File: config.mk
export PLATFORM = sky130hd
export DESIGN_NAME = memory_fifo_controller_flat
export DESIGN_NICKNAME = d
export VERILOG_FILES = /design/src/rtl/memory_fifo_pkg.sv /design/src/rtl/memory_fifo_controller_if.sv /design/src/rtl/memory_fifo_controller.sv /design/src/flat_wrapper.sv
export SDC_FILE = /design/constraint.sdc
export NUM_CORES = 1
export LEC_CHECK = 0
export CAP_MARGIN = 20
export CORE_UTILIZATION = 49
export CTS_BUF_LIST = sky130_fd_sc_hd__clkbuf_8
export DETAILED_ROUTE_END_ITERATION = 8
export PLACE_DENSITY = 0.82
export RECOVER_POWER = 25
export SLEW_MARGIN = 10
export SYNTH_ARGS = -nofsm -noshare
export SYNTH_HDL_FRONTEND = slang
export SYNTH_SLANG_ARGS = --single-unit
File: constraint.sdc
create_clock -name clock -period 3.9 [get_ports clock]
set_clock_uncertainty 0.2 [all_clocks]
set_input_delay 0.39 -clock clock [delete_from_list [all_inputs] [get_ports clock]]
set_output_delay 0.39 -clock clock [all_outputs]
set_load 0.01 [all_outputs]
File: src/rtl/memory_fifo_pkg.sv
// Shared types and sizing for the memory-backed FIFO controller.
// Optional sticky misuse flag: define MEM_FIFO_ERROR_FLAG_EN.
package memory_fifo_pkg;

  localparam int DEPTH          = 32;
  localparam int PTR_WIDTH      = 5;
  localparam int DATA_WIDTH     = 8;
  localparam int MEM_ADDR_WIDTH = 6;
  localparam int CNT_WIDTH      = PTR_WIDTH + 1;

  typedef enum logic [1:0] {
    IDLE,
    WRITE,
    READ,
    CAPTURE
  } state_t;

  function automatic logic [MEM_ADDR_WIDTH-1:0] to_addr(
    input logic [PTR_WIDTH-1:0] p
  );
    return MEM_ADDR_WIDTH'(p);
  endfunction

endpackage

File: src/rtl/memory_fifo_controller_if.sv
// Push/pop handshake and status bundle of the FIFO controller.
// master: the FIFO user; slave: the controller.
interface memory_fifo_controller_if;
  import memory_fifo_pkg::*;

  logic                  push;
  logic [DATA_WIDTH-1:0] pushData;
  logic                  pushReady;
  logic                  pop;
  logic                  popReady;
  logic [DATA_WIDTH-1:0] popData;
  logic                  popValid;
  logic                  full;
  logic                  empty;
  logic [CNT_WIDTH-1:0]  count;

  modport master (
    output push, pushData, pop,
    input  pushReady, popReady, popData,
    input  popValid, full, empty, count
  );

  modport slave (
    input  push, pushData, pop,
    output pushReady, popReady, popData,
    output popValid, full, empty, count
  );

endinterface

File: src/rtl/memory_fifo_controller.sv
// Circular FIFO over a single-port memory, one access in flight.
// Sticky misuse flag enabled by MEM_FIFO_ERROR_FLAG_EN.
module memory_fifo_controller
  import memory_fifo_pkg::*;
(
  input  logic                      clock,
  input  logic                      reset,
  memory_fifo_controller_if.slave   fifo,
  output logic [DATA_WIDTH-1:0]     memData,
  output logic [MEM_ADDR_WIDTH-1:0] memAddress,
  output logic                      memRE,
  output logic                      memWE,
  input  logic [DATA_WIDTH-1:0]     memDataOut,
  output logic                      error
);

  localparam logic [CNT_WIDTH-1:0] FULL_CNT =
    CNT_WIDTH'(DEPTH);

  state_t                 state;
  logic [PTR_WIDTH-1:0]   rd_ptr;
  logic [PTR_WIDTH-1:0]   wr_ptr;
  logic [CNT_WIDTH-1:0]   cnt;
  logic [DATA_WIDTH-1:0]  pop_data;
  logic                   pop_valid;
  logic                   last_pop;
  logic                   full;
  logic                   empty;
  logic                   push_rdy;
  logic                   pop_rdy;
  logic                   do_push;
  logic                   do_pop;

  assign full     = (cnt == FULL_CNT);
  assign empty    = (cnt == '0);
  assign push_rdy = (state == IDLE) && !full;
  assign pop_rdy  = (state == IDLE) && !empty;

  // On a tie the side not served last time wins.
  assign do_push = fifo.push && push_rdy &&
                   !(fifo.pop && pop_rdy && !last_pop);
  assign do_pop  = fifo.pop && pop_rdy && !do_push;

  assign fifo.pushReady = push_rdy;
  assign fifo.popReady  = pop_rdy;
  assign fifo.popData   = pop_data;
  assign fifo.popValid  = pop_valid;
  assign fifo.full      = full;
  assign fifo.empty     = empty;
  assign fifo.count     = cnt;

  always_ff @(posedge clock or negedge reset) begin
    if (!reset) begin
      state      <= IDLE;
      rd_ptr     <= '0;
      wr_ptr     <= '0;
      cnt        <= '0;
      pop_data   <= '0;
      pop_valid  <= 1'b0;
      memRE      <= 1'b0;
      memWE      <= 1'b0;
      memAddress <= '0;
      memData    <= '0;
      last_pop   <= 1'b1;
    end else begin
      pop_valid <= 1'b0;
      memRE     <= 1'b0;
      memWE     <= 1'b0;
      unique case (state)
        IDLE: begin
          if (do_push) begin
            memData    <= fifo.pushData;
            memAddress <= to_addr(wr_ptr);
            memWE      <= 1'b1;
            wr_ptr     <= wr_ptr + PTR_WIDTH'(1);
            cnt        <= cnt + CNT_WIDTH'(1);
            last_pop   <= 1'b0;
            state      <= WRITE;
          end else if (do_pop) begin
            memAddress <= to_addr(rd_ptr);
            memRE      <= 1'b1;
            rd_ptr     <= rd_ptr + PTR_WIDTH'(1);
            cnt        <= cnt - CNT_WIDTH'(1);
            last_pop   <= 1'b1;
            state      <= READ;
          end
        end
        WRITE: state <= IDLE;
        READ:  state <= CAPTURE;
        CAPTURE: begin
          pop_data  <= memDataOut;
          pop_valid <= 1'b1;
          state     <= IDLE;
        end
        default: state <= IDLE;
      endcase
    end
  end

`ifdef MEM_FIFO_ERROR_FLAG_EN
  logic err_q;

  always_ff @(posedge clock or negedge reset) begin
    if (!reset) begin
      err_q <= 1'b0;
    end else if (state == IDLE &&
                 ((fifo.push && full) ||
                  (fifo.pop && empty))) begin
      err_q <= 1'b1;
    end
  end

  assign error = err_q;
`else
  assign error = 1'b0;
`endif

endmodule
File: src/flat_wrapper.sv
// flat-port wrapper written by rule: the top's interface ports become plain ports
module memory_fifo_controller_flat import memory_fifo_pkg::*;
  (clock, reset, memData, memAddress, memRE, memWE, memDataOut, error, fifo_push, fifo_pushData, fifo_pop, fifo_pushReady, fifo_popReady, fifo_popData, fifo_popValid, fifo_full, fifo_empty, fifo_count);
  memory_fifo_controller_if fifo_i ();
  input  logic clock;
  input  logic reset;
  output logic [DATA_WIDTH-1:0] memData;
  output logic [MEM_ADDR_WIDTH-1:0] memAddress;
  output logic memRE;
  output logic memWE;
  input  logic [DATA_WIDTH-1:0] memDataOut;
  output logic error;
  input wire logic [$bits(fifo_i.push)-1:0] fifo_push;
  input wire logic [$bits(fifo_i.pushData)-1:0] fifo_pushData;
  input wire logic [$bits(fifo_i.pop)-1:0] fifo_pop;
  output wire logic [$bits(fifo_i.pushReady)-1:0] fifo_pushReady;
  output wire logic [$bits(fifo_i.popReady)-1:0] fifo_popReady;
  output wire logic [$bits(fifo_i.popData)-1:0] fifo_popData;
  output wire logic [$bits(fifo_i.popValid)-1:0] fifo_popValid;
  output wire logic [$bits(fifo_i.full)-1:0] fifo_full;
  output wire logic [$bits(fifo_i.empty)-1:0] fifo_empty;
  output wire logic [$bits(fifo_i.count)-1:0] fifo_count;
  assign fifo_i.push = fifo_push;
  assign fifo_i.pushData = fifo_pushData;
  assign fifo_i.pop = fifo_pop;
  assign fifo_pushReady = fifo_i.pushReady;
  assign fifo_popReady = fifo_i.popReady;
  assign fifo_popData = fifo_i.popData;
  assign fifo_popValid = fifo_i.popValid;
  assign fifo_full = fifo_i.full;
  assign fifo_empty = fifo_i.empty;
  assign fifo_count = fifo_i.count;
  memory_fifo_controller u_core (.clock(clock), .reset(reset), .fifo(fifo_i), .memData(memData), .memAddress(memAddress), .memRE(memRE), .memWE(memWE), .memDataOut(memDataOut), .error(error));
endmodule
==> summary.md <==
| Metric | Value |
|---|---|
| Status | complete, but fails checks |
| Critical setup path kind | reg -> reg |
| Main synth FF type | dfrtp_1 |
| GR Overflow Total | 0 |
| Gr usage total | 19.5% |
| Placed Area | 2510 um^2 |
| Die area | 4250 um^2 |
| Boundary pin count | 56 |
| Horiz. Die Dim | 65.2 um |
| Total wire length | 3.72 mm |
| Slew Limit Fails | 44 |
| Finished Cell Area | 2620 um^2 |
| Vias in the first global route | 1338 |
| Post-route DRC | 0 |
| Clock Tree Buf Depth | 2 |
| Final Hold Fails | 0 |
| Clock-pin slew on the worst setup and hold paths | 0.08 ns |
| Syn_area_per_cell | 11.4 um^2 |
| Flops & latches, synth | 43 |
| Largest fanout on the critical path | 19 |
| Register area share after synthesis | 55.1% |
| CTS Root Cell | clkbuf_8 |
| CTS tree | yes |
| Gpl congestion | 0.744 |
| Post-CTS Hold Buffers | 0 |
| Critical Path AT | 3.40 ns |
| Syn. warnings | 0 |
| Pwr dens | 873 nW/um^2 |
| HP Class | reg -> reg |
| Filler Cells Inserted | 295 |
| Wire per inst | 13.5 um |
| Met2 Resource Use GR | 31.3% |
| CP endpoint kind | flop |
| Clock sinks | 43 |
| Cell variety after synth | 32 |
| Share of cells above drive strength 1 | 10.5% |
| Maximum clock frequency | 297 MHz |
| Setup tns final | 0 ns |
| Drt first pass iters | 4 |
| Detail Placement HPWL | 2.58 mm |
| Post-CTS sizing | 0 |
| First-pass GRT wire length | 6.27 mm |
| Diodes inserted | 0 |
| Final worst-path cycle share | 86.4% |
| DR iter-0 viols | 41 |
| # nets final | 254 |
| Least-Margin Pin Slew | 2.21 ns |
| Vias | 1388 |
| Max_slew headroom | -47.6% |
| Asr flop ratio synth | 100% |
| CORE AREA | 3740 um^2 |
| CTS buffer count | 5 |
| Synth top area share | 53.7% |
| H-tree Lvls | 2 |
| Worst setup SP type | flop |
| Clk Latency, worst-skew pair | 0.29 ns |
| Synth cell count leaders | dfrtp_1 (42), nand2_1 (42), xnor2_1 (10), mux2_2 (9) |
| Largest net degree at the start of global routing | 44 |
| FP Rows | 22 |
| Mapped cell area | 1960 um^2 |
| Mapped Cells | 171 |
| Met3 Track Usage GR | 5.56% |
| RSZ-0062 raised after global routing | no |
| Post-DRT Antenna Nets | 0 |
| Area contributors post-synth | dfrtp_1 (54%), nand2_1 (8.1%), mux2_2 (5.2%), xnor2_1 (4.5%), ha_1 (3.8%) |
| Failing checks | max-capacitance violations, max-slew violations |
| Worst Path Required | 3.93 ns |
| Met1 Use GR | 26.0% |
| Max VDD drop | 0.000461 V |
| Post-CTS setup buffer count | 0 |
| # setup viols final | 0 |
| Biggest area consumer among synthesized cells | dfrtp_1 |
| Max Cap Violations | 1 |
| Post-synth EDFFs | 0 |
| Busiest layer in global routing | met2 |
| Leakage dissipation | 0.00117 uW |
| Die Y | 65.2 um |
| Area delta synth->final | 34.0% |
| Via density per instance | 5.03 |
| Post-layout min period | 3.37 ns |
| Port Buffers | 53 |
| Initial Utilization | 52.2% |
| Initial antenna violation count | 0 |
==> path summary, 6_finish.rpt <==
| path | from | to | slack (ns) | cells past startpoint |
|---|---|---|---|---|
| setup / recovery | u_core.fifo.count[0] | u_core.fifo.count[5] | 0.53 | 10 |
| hold / removal | u_core.wr_ptr[4] | u_core.wr_ptr[4] | 0.27 | 1 |
| setup reg to reg | u_core.fifo.count[0] | u_core.fifo.count[5] | 0.53 | 10 |
| hold reg to reg | u_core.wr_ptr[4] | u_core.wr_ptr[4] | 0.27 | 1 |
| max in group asynchronous | reset | u_core.fifo.popData[3] | 1.70 | 1 |
| min in group asynchronous | reset | u_core.memData[4] | 0.54 | 1 |
==> final cells by class <==
cell class / count / area [um^2] / share of cell area, %
Sequential cell: 43 / 1080 / 41.1
Multi-Input combinational cell: 119 / 821 / 31.3
Timing Repair Buffer: 54 / 532 / 20.3
Clock buffer: 5 / 68.8 / 2.63
Tap cell: 48 / 60.1 / 2.29
Clock inverter: 3 / 43.8 / 1.67
Inverter: 4 / 17.5 / 0.669
==> layout by cell type, fill, tap and decap left out, types with 2 or more instances in the layout <==
master and instances:
nand2_1 42, mux2i_1 6, a21oi_1 4, nand4_1 4, nand2b_1 2, o21ai_1 5, mux2_2 9, a311oi_4 2
o21ai_0 6, nor2_1 3, nor3_1 2, clkbuf_8 5, clkdlybuf4s50_1 52, xor2_1 3, or4_1 2, ha_1 6
dfrtp_1 42, xnor2_1 10, conb_1 2, inv_1 3, a21o_1 3
==> report_power, final <==
group | switching [uW] | total, uW | internal, uW | leakage (uW)
logic | 491 | 1100 | 605 | 0.000583
clock network | 154 | 345 | 191 | 0.0000581
registers | 183 | 846 | 663 | 0.000530
total | 829 | 2290 | 1460 | 0.00117
==> routing by layer <==
layer | vias to the layer above | share of wire, %
li1 | 690 | -
met1 | 665 | 47
met2 | 33 | 48
met3 | 0 | 4.5
met4 | 0 | 0
met5 | - | 0
==> cells by family after synthesis <==
group	count (synthesis)	synth area share, %
AND/OR/NAND/NOR	57	12.8
flip-flops	43	55.1
AO/OA/AOI/OAI	24	9.28
XOR/XNOR	13	5.82
buffers and inverters	10	3.14
multiplexers	16	8.83
adder cells (fa/ha/maj)	7	4.86
other	1	0.192
==> state kept, by name, indices dropped and copies added, names as in the netlist <==
| name | flops |
|---|---|
| u_core.memAddress | 5 |
| u_core.memData | 8 |
| u_core.memWE | 1 |
| u_core.fifo.count | 6 |
| u_core.state | 2 |
| u_core.rd_ptr | 5 |
| u_core.fifo.popData | 8 |
| u_core.fifo.popValid | 1 |
| u_core.wr_ptr | 5 |
| u_core.last_pop | 1 |
| u_core.memRE | 1 |
==> metrics by stage <==
step                      setup slack, ns  hold slack (ns)  cells  total power [uW]  util, %
after floorplan                     0.472           -0.106    172              1480        -
after global placement              0.591            0.257    268              1920     67.0
after detailed placement            0.534            0.264    268              1960     67.0
after CTS                           0.496           0.0595    276              2310     70.0
after global routing                0.311            0.303    276              2470     70.0
final                               0.529            0.273    276              2290     70.0
==> critical path: stages (launching register included) <==
cell      delay, ns
dfrtp_1        0.47
or2_4          0.30
or4_1          0.54
a311oi_4       0.41
inv_4          0.17
ha_1           0.32
a211oi_1       0.24
o21bai_1       0.10
a21oi_1        0.17
mux2i_1        0.23
xnor2_1        0.13
No activity file was read; power rests on OpenSTA's default activity.
